### config.mk
export PLATFORM = sky130hd
export DESIGN_NAME = intf_rr_responder
export DESIGN_NICKNAME = d
export VERILOG_FILES = /design/src/rtl/intf_rr_pkg.sv /design/src/rtl/rr_fifo.sv /design/src/rtl/intf_rr_responder.sv
export SDC_FILE = /design/constraint.sdc
export NUM_CORES = 1
export LEC_CHECK = 0
export ABC_AREA = 1
export BUFFER_PORTS_ARGS = -buffer_cell sky130_fd_sc_hd__buf_2
export CAP_MARGIN = 10
export CORE_MARGIN = 3
export CORE_UTILIZATION = 43
export CTS_BUF_LIST = sky130_fd_sc_hd__clkbuf_8
export CTS_CLUSTER_SIZE = 10
export DETAILED_ROUTE_END_ITERATION = 7
export GPL_TIMING_DRIVEN = 0
export PLACE_DENSITY_LB_ADDON = 0.05
export SLEW_MARGIN = 0
export SYNTH_ARGS = -nofsm -noshare
export SYNTH_HDL_FRONTEND = slang
export SYNTH_SLANG_ARGS = --single-unit
### constraint.sdc
create_clock -name clk -period 5 [get_ports clk]
set_input_delay 0.5 -clock clk [delete_from_list [all_inputs] [get_ports clk]]
set_output_delay 0.5 -clock clk [all_outputs]
set_load 0.02 [all_outputs]
### src/rtl/intf_rr_pkg.sv
// Shared types and helpers for the request/response responder.
package intf_rr_pkg;

    localparam int W_DEF     = 4;
    localparam int DEPTH_DEF = 4;

    typedef enum logic [1:0] {
        IDLE = 2'd0,
        BUSY = 2'd1,
        RESP = 2'd2
    } state_t;

    // Wrapping add, with the result masked to the low w bits.
    function automatic logic [31:0] next_b(input logic [31:0] a,
                                           input logic [31:0] offset,
                                           input int          w);
        logic [31:0] mask;
        mask = (32'd1 << w) - 32'd1;
        return (a + offset) & mask;
    endfunction

endpackage

### src/rtl/rr_fifo.sv
// Synchronous request FIFO.
// The head entry is read straight from the array, so it can be popped into a work register on the same edge.
module rr_fifo
    import intf_rr_pkg::*;
#(
    parameter int W     = W_DEF,
    parameter int DEPTH = DEPTH_DEF
) (
    input  logic                         clk,
    input  logic                         rst_n,
    input  logic                         push,
    input  logic                         pop,
    input  logic [W-1:0]                 din,
    output logic [W-1:0]                 dout,
    output logic                         full,
    output logic                         empty,
    output logic [$clog2(DEPTH+1)-1:0]   count
);

    localparam int AW = (DEPTH > 1) ? $clog2(DEPTH) : 1;
    localparam int CW = $clog2(DEPTH + 1);

    logic [W-1:0]  mem [DEPTH];
    logic [AW-1:0] wr_ptr_q, wr_ptr_d;
    logic [AW-1:0] rd_ptr_q, rd_ptr_d;
    logic [CW-1:0] count_q, count_d;
    logic          push_ok, pop_ok;

    assign full    = (count_q == CW'(DEPTH));
    assign empty   = (count_q == '0);
    assign count   = count_q;
    assign dout    = mem[rd_ptr_q];
    assign push_ok = push && !full;
    assign pop_ok  = pop && !empty;

    // DEPTH is a power of two, so the pointers wrap on their own.
    always_comb begin
        wr_ptr_d = wr_ptr_q;
        rd_ptr_d = rd_ptr_q;
        count_d  = count_q;
        if (push_ok) wr_ptr_d = wr_ptr_q + AW'(1);
        if (pop_ok)  rd_ptr_d = rd_ptr_q + AW'(1);
        case ({push_ok, pop_ok})
            2'b10:   count_d = count_q + CW'(1);
            2'b01:   count_d = count_q - CW'(1);
            default: count_d = count_q;
        endcase
    end

    always_ff @(posedge clk or negedge rst_n) begin
        if (!rst_n) begin
            wr_ptr_q <= '0;
            rd_ptr_q <= '0;
            count_q  <= '0;
        end else begin
            wr_ptr_q <= wr_ptr_d;
            rd_ptr_q <= rd_ptr_d;
            count_q  <= count_d;
        end
    end

    always_ff @(posedge clk) begin
        if (push_ok) mem[wr_ptr_q] <= din;
    end

endmodule

### src/rtl/intf_rr_responder.sv
// Responder end of the request/response interface: FIFO-buffered requests, fixed-latency req_a + OFFSET responses.
// Define INTF_RR_PARITY_EN to add the rsp_par output (XOR reduction of rsp_b).
module intf_rr_responder
    import intf_rr_pkg::*;
#(
    parameter int W       = W_DEF,
    parameter int DEPTH   = DEPTH_DEF,
    parameter int LATENCY = 2,
    parameter int OFFSET  = 3
) (
    input  logic                        clk,
    input  logic                        rst_n,
    input  logic                        req_valid,
    output logic                        req_ready,
    input  logic [W-1:0]                req_a,
    output logic                        rsp_valid,
    input  logic                        rsp_ready,
    output logic [W-1:0]                rsp_b,
`ifdef INTF_RR_PARITY_EN
    output logic                        rsp_par,
`endif
    output logic [$clog2(DEPTH+1)-1:0]  occupancy,
    output logic                        busy
);

    localparam int CNTW = (LATENCY > 1) ? $clog2(LATENCY) : 1;

    state_t          state_q, state_d;
    logic [CNTW-1:0] cnt_q, cnt_d;
    logic [W-1:0]    work_q, work_d;
    logic            rsp_valid_q, rsp_valid_d;
    logic [W-1:0]    rsp_b_q, rsp_b_d;
    logic [W-1:0]    sum;
    logic            fifo_full, fifo_empty, fifo_pop;
    logic [W-1:0]    fifo_dout;
`ifdef INTF_RR_PARITY_EN
    logic            rsp_par_q, rsp_par_d;
`endif

    rr_fifo #(.W(W), .DEPTH(DEPTH)) u_fifo (
        .clk   (clk),
        .rst_n (rst_n),
        .push  (req_valid),
        .pop   (fifo_pop),
        .din   (req_a),
        .dout  (fifo_dout),
        .full  (fifo_full),
        .empty (fifo_empty),
        .count (occupancy)
    );

    assign req_ready = !fifo_full;
    assign rsp_valid = rsp_valid_q;
    assign rsp_b     = rsp_b_q;
    assign busy      = (state_q != IDLE);
    assign sum       = W'(next_b(32'(work_q), OFFSET, W));
`ifdef INTF_RR_PARITY_EN
    assign rsp_par   = rsp_par_q;
`endif

    always_comb begin
        state_d     = state_q;
        cnt_d       = cnt_q;
        work_d      = work_q;
        rsp_valid_d = rsp_valid_q;
        rsp_b_d     = rsp_b_q;
        fifo_pop    = 1'b0;
`ifdef INTF_RR_PARITY_EN
        rsp_par_d   = rsp_par_q;
`endif
        case (state_q)
            IDLE: begin
                if (!fifo_empty) begin
                    fifo_pop = 1'b1;
                    work_d   = fifo_dout;
                    cnt_d    = CNTW'(LATENCY - 1);
                    state_d  = BUSY;
                end
            end
            BUSY: begin
                if (cnt_q == '0) begin
                    rsp_b_d     = sum;
                    rsp_valid_d = 1'b1;
                    state_d     = RESP;
`ifdef INTF_RR_PARITY_EN
                    rsp_par_d   = ^sum;
`endif
                end else begin
                    cnt_d = cnt_q - CNTW'(1);
                end
            end
            RESP: begin
                // A queued request starts on the handshake edge itself.
                if (rsp_ready) begin
                    rsp_valid_d = 1'b0;
                    if (!fifo_empty) begin
                        fifo_pop = 1'b1;
                        work_d   = fifo_dout;
                        cnt_d    = CNTW'(LATENCY - 1);
                        state_d  = BUSY;
                    end else begin
                        state_d = IDLE;
                    end
                end
            end
            default: state_d = IDLE;
        endcase
    end

    always_ff @(posedge clk or negedge rst_n) begin
        if (!rst_n) begin
            state_q     <= IDLE;
            cnt_q       <= '0;
            work_q      <= '0;
            rsp_valid_q <= 1'b0;
            rsp_b_q     <= '0;
`ifdef INTF_RR_PARITY_EN
            rsp_par_q   <= 1'b0;
`endif
        end else begin
            state_q     <= state_d;
            cnt_q       <= cnt_d;
            work_q      <= work_d;
            rsp_valid_q <= rsp_valid_d;
            rsp_b_q     <= rsp_b_d;
`ifdef INTF_RR_PARITY_EN
            rsp_par_q   <= rsp_par_d;
`endif
        end
    end

endmodule

==> results of run 1 <==
[per-layer routing]
metal,global-route usage,share of wire,vias to the layer above
met3,0.0493,0.038,7
met2,0.220,0.48,16
met1,0.186,0.47,531
met5,0,0,-
li1,-,-,572
met4,0.0670,0.020,0
[registers in the layout, indices dropped and copies added, names as in the netlist, 2 cells and up]
signal	cells
u_fifo.mem	16
u_fifo.count	3
u_fifo.rd_ptr_q	2
rsp_b	4
work_q	4
u_fifo.wr_ptr_q	2
state_q	2
[path summary, 6_finish.rpt]
path / startpoint / endpoint / slack [ps]
setup / recovery: state_q[0] / u_fifo.count[2] / 3110
hold / removal: rst_n / u_fifo.rd_ptr_q[1] / 150
setup reg to reg: state_q[0] / u_fifo.count[2] / 3110
hold reg to reg: work_q[1] / work_q[1] / 480
max in group asynchronous: rst_n / u_fifo.wr_ptr_q[0] / 4540
min in group clk: req_a[3] / u_fifo.mem[3][3] / 430
[area by class of cell]
class	count	area share
multi-input combinational	97	0.286
sequential	35	0.510
buffer	2	0.00668
timing repair buffer	17	0.0454
clock inverter	3	0.00601
clock buffer	5	0.0367
tap	46	0.0307
inverter	38	0.0782
[stage by stage]
step | setup slack, ps | hold WS (ps) | utilization
after detailed placement | 2980 | 473 | 0.509
after global placement | 3030 | 461 | 0.509
final | 3110 | 146 | 0.532
after CTS | 3100 | 168 | 0.532
after floorplan | 3070 | 204 | -
after global routing | 2960 | 179 | 0.532
[cells by family (layout without fill, tap and decap cells)]
logic type / count (synthesis) / count (layout) / share of synthesized area
and+or+nand+nor: 77 / 77 / 0.210
buffers and inverters: 40 / 65 / 0.0963
DFF: 35 / 35 / 0.579
AOI/OAI and AO/OA: 8 / 8 / 0.0258
adders and majority gates: 7 / 7 / 0.0576
xor gates and xnor gates: 5 / 5 / 0.0311
[layout by cell type, fill, tap and decap left out]
cell and instances:
nand2_1 53, nand3_2 2, o21ai_1 4, clkbuf_8 5, o31ai_1 1, edfxtp_1 16
inv_4 1, nor2_1 4, xnor2_1 2, inv_1 35, fa_1 1, nand2_2 2
dfrtp_1 19, buf_4 1, ha_1 6, clkinv_2 1, buf_2 18, xor2_1 2
nand2_4 3, nand3_1 12, inv_2 4, o21ai_0 3, xor2_2 1, nor2_2 1
[where the power goes]
part / leakage (nW) / switching (mW) / internal (mW)
combinational: 0.543 / 0.367 / 0.197
clock: 0.0519 / 0.0913 / 0.0926
sequential: 0.373 / 0.0553 / 0.411
total: 0.968 / 0.513 / 0.700
==> flow_summary.yaml, run 1 <==
logic_synthesis:
  synth_nets: 187
  synth_ff_type: "dfrtp_1"
  synth_cell_types: 23
  syn-instance-count: 172
  yosysMostFrequentCell: "nand2_1"
  syn_avg_cell_area_sq_um: 9.59
  synth_area_leaders: "edfxtp_1 (29%), dfrtp_1 (29%), nand2_1 (12%)"
  synth_top_area_share: 0.291
  ys.warnings.count: 0
  synth_sequential_area_ratio: 0.579
  ys_top_cells_by_count: "nand2_1 (53), inv_1 (32), dfrtp_1 (19)"
  synth-edff-count: 16
  ys_seq_elements: 35
  synth_area_sq_um: 1650
  synth-async-reset-ratio: 0.543
  yosys.area.top_type: "edfxtp_1"
place:
  place_inst: 235
  portBuffers: 17
  place_area_sq_um: 1790
  place.gp.congestion: 0.755
  dp_hpwl_mm: 2.04
floorplan:
  die_y_um: 68.0
  core_area_sq_um: 3520
  pin_count: 18
  num_rows: 21
  fp.dieArea_sq_um: 4620
  fp.dieW_um: 68.0
  floorplan.initialDensity: 0.469
critical_path:
  reg2reg_depth: 11
  arrival_ps: 2060
  cp-start-kind: "register"
  crit_chain: "inv_2 -> nand2_1 -> nand2_2 -> nand2_4 -> inv_4 -> ha_1 -> inv_1 -> fa_1 -> nand2_1 -> nand3_1 -> xor2_1"
  critPathCaptureType: "register"
  path_common_cell: "nand2_1"
  cpPeakStageDelay_ps: 400
  cp_slowest_cell: "dfrtp_1"
  worstPathRequired_ps: 5170
  worstPathMaxFanout: 10
  critPathTopFamily: "adder cells"
  cp.depth: 11
  critPathBufInv: 3
  path_class: "reg2reg"
finish:
  final_cells: 243
  multi_input_area_sq_um: 536
  drive_above_1_share: 0.198
  syn2layout_area_growth_pct: 13.5
  post-route-cell-area_sq_um: 1870
  nFillCells: 349
  nets: 211
  ff_latch_area_sq_um: 956
  diodes: 0
route:
  postRouteAntennaNets: 0
  via_per_inst: 4.63
  num_vias: 1126
  drt_iter0_markers: 52
  drc: 0
  dr.pass1.iters: 4
  wl_per_cell_um: 11.3
  drt_wl_total_mm: 2.76
clock_network:
  root_buffer: "clkbuf_8"
  cts_buffers: 5
  clockBufferDepth: 2
  ctsHoldBuffers: 0
  clock-sinks: 35
  postCtsSetupBuffers: 0
  cts_tree: "built"
  insertion_delay_ps: 280
  clk_pin_slew_ps: 70
  htree_levels: 2
  cts_resized: 0
flow_run:
  maxCapViolCount: 0
sta:
  min_period_ps: 1890
  rsz0062_at_grt: "no"
  period_share: 0.379
  max_slew_margin: 0.713
  hold_viol: 0
  setup_viol: 0
  setup-tns-final_ps: 0
  tightest_slew_ps: 429
  maxSlewViolCount: 0
  fmax_ghz: 0.528
  clock_skew_ps: 5.47
pwr:
  ir_drop_uv: 319
  finalPower_mw: 1.21
  p_leak_nw: 0.968
  power_density_nw_per_um2: 648
grt:
  overflow: 0
  antenna_found_initial: 0
  track_usage: 0.145
  grt_max_degree: 20
  grt_pass1_wl_mm: 4.84
  grt_pass1_vias: 1065
hold_path:
  hp-class: "in2async"
run_status:
  status: "complete, no violations"
(Power assumes the default switching activity.)
==> inputs of run 2 (changes only) <==
- ABC_AREA: 1 -> 0
- clock period: 5 -> 1.6 ns (I/O delays scaled with it)
==> flow_summary.yaml, run 2 <==
run_status:
  status: "complete, but fails checks"
  violations: "negative setup slack"
clock_network:
  insertion_delay_ps: 280
  clockBufferDepth: 2
  root_buffer: "clkbuf_8"
  cts_buffers: 5
  htree_levels: 2
  clk_pin_slew_ps: 70
  clock-sinks: 35
  cts_tree: "built"
grt:
  grt_pass1_vias: 904
  track_usage: 0.137
  grt_max_degree: 20
  antenna_found_initial: 0
  grt_pass1_wl_mm: 4.24
  overflow: 0
critical_path:
  worstReg2RegStart: "u_fifo.count[1]"
  rr_endpoint: "u_fifo.count[2]"
  worstSetupStartpoint: "u_fifo.count[1]"
  cp-start-kind: "register"
  arrival_ps: 2160
  r2r_slack_ps: -370
  crit_end: "u_fifo.count[2]"
  critPathCaptureType: "register"
  path_class: "reg2reg"
  worstPathMaxFanout: 2
  worstPathRequired_ps: 1800
  reg2reg_depth: 9
route:
  drt_iter0_markers: 28
  num_vias: 867
  dr.pass1.iters: 3
  wl_met3_um: 132
  drc: 0
  via_per_inst: 4.74
  postRouteAntennaNets: 0
  top_layer_used: "met4"
  wl_per_cell_um: 13.1
  wl_met1_mm: 1.08
  drt_wl_total_mm: 2.40
  wl_met2_mm: 1.14
logic_synthesis:
  synth_top_family_by_area: "multiplexers"
  synth-xor-area-share: 0.0458
  synth_area_sq_um: 1530
  synth_area_leaders: "edfxtp_1 (31%), dfrtp_1 (31%), mux4_2 (5.9%)"
  ys_seq_elements: 35
  synth_nets: 118
  synth_cell_types: 30
  synth_sequential_area_ratio: 0.624
  ys.warnings.count: 0
  syn_avg_cell_area_sq_um: 14.9
  synth-async-reset-ratio: 0.543
  syn-instance-count: 103
  yosys.area_share.simple: 0.0907
  synth_ff_type: "dfrtp_1"
  yosys.area.top_type: "edfxtp_1"
  synthMuxAreaShare: 0.105
  synth_compound_area_frac: 0.0351
  ys_top_cells_by_count: "dfrtp_1 (19), edfxtp_1 (16), inv_1 (9)"
  yosysMostFrequentCell: "dfrtp_1"
  synth_fa_ha_area_frac: 0.0621
  synth_top_area_share: 0.314
  synth-edff-count: 16
floorplan:
  core_area_sq_um: 3390
  num_rows: 21
  fp.dieArea_sq_um: 4310
  die_y_um: 65.7
  fp.dieW_um: 65.7
  pin_count: 18
  floorplan.initialDensity: 0.452
place:
  portBuffers: 17
  place.gp.congestion: 0.669
  place_inst: 166
sta:
  clock_skew_ps: 7.18
  rsz0062_at_grt: "yes"
  setup_viol: 2
  period_share: 1.23
  max_slew_margin: 0.716
  maxSlewViolCount: 0
  min_period_ps: 1970
  fmax_ghz: 0.509
  tightest_slew_ps: 426
  setup-tns-final_ps: -617
  finalWorstSetupSlack_ps: -366
  hold_viol: 0
finish:
  drive_above_1_share: 0.453
  largest_reg_flops: 16
  fin_util: 0.557
  top_register: "u_fifo.mem"
  final_common_cell: "buf_2"
  diodes: 0
  final_cells: 183
  mostFrequentLayoutCells: "buf_2 (18), dfrtp_1 (17), edfxtp_1 (16), buf_4 (8), inv_1 (7)"
  nets: 151
  nFillCells: 292
  syn2layout_area_growth_pct: 23.3
pwr:
  finalPower_mw: 4.03
  ir_drop_uv: 859
  power_density_nw_per_um2: 2130
  p_leak_nw: 0.824
hold_path:
  hp-class: "in2reg"
flow_run:
  maxCapViolCount: 0
[run 2: cell count changes in the layout (fill, tap and decap cells not counted), sizes merged, moves of 3 or more]
| cell | before | now |
|---|---|---|
| nand3 | 14 | 0 |
| inv | 40 | 9 |
| mux4 | 0 | 4 |
| nand2 | 58 | 6 |
| and3 | 0 | 4 |
| buf | 19 | 28 |
| xor2 | 3 | 6 |
| mux2 | 0 | 5 |
[run 2: worst min path at each step]
stage               startpoint          to  slack [ps]  depth (start not counted)
floorplan                rst_n       cnt_q        -140                          0
global placement         rst_n    rsp_b[3]         120                          1
detailed placement       rst_n   work_q[3]         130                          1
CTS                  rsp_ready  state_q[1]          70                          2
global route         rsp_ready  state_q[1]          80                          2
finish               rsp_ready  state_q[1]          80                          2
[run 2: cell families (layout without fill, tap and decap cells)]
family,after synthesis,in the layout
AO/OA/AOI/OAI,9,9
XOR/XNOR,8,8
adder cells (fa/ha/maj),7,7
buffers and inverters,12,46
flip-flops,35,35
multiplexers,10,10
AND/OR/NAND/NOR,22,22
[run 2: cell type report]
class	instances	area, sq um	area share
sequential	35	958	0.508
multi-input combinational	56	538	0.285
timing repair buffer	26	159	0.0842
clock buffer	6	82.6	0.0437
tap	46	57.6	0.0305
clock inverter	2	35.0	0.0186
inverter	9	33.8	0.0179
buffer	3	23.8	0.0126
[run 2: routing by layer]
layer / GRT usage / vias to the layer above
met2: 0.215 / 18
li1: - / 425
met1: 0.164 / 420
met3: 0.0547 / 4
met5: 0 / -
met4: 0.0622 / 0
[run 2: power by group]
group	internal [mW]	switching, mW
sequential	1.30	0.185
combinational	0.884	0.853
clock	0.504	0.307
[run 2: worst max-delay path: stages, from the launching register on]
cell	delay, ps
dfrtp_1	390
or3b_4	410
and2_4	150
inv_2	60
ha_4	120
inv_2	30
fa_2	320
xor2_1	140
nor2_1	110
xor2_1	150
[run 2: what timing repair did]
action	4_1_cts	5_1_grt
endpoints found under the setup margin	2	6
hold buffers	1	0
gates resized for setup	1	1
buffers inserted	6	2
pin swaps	4	0
hold endpoints to repair	19	0
[run 2: through the flow]
step	area [sq um]	worst slack [ps]	hold WS [ps]
finish	1890	-366	81.7
global route	1890	-484	80.5
CTS	1870	-376	71.8
detailed placement	1690	-497	129
global placement	1690	-471	119
floorplan	1550	-501	-136
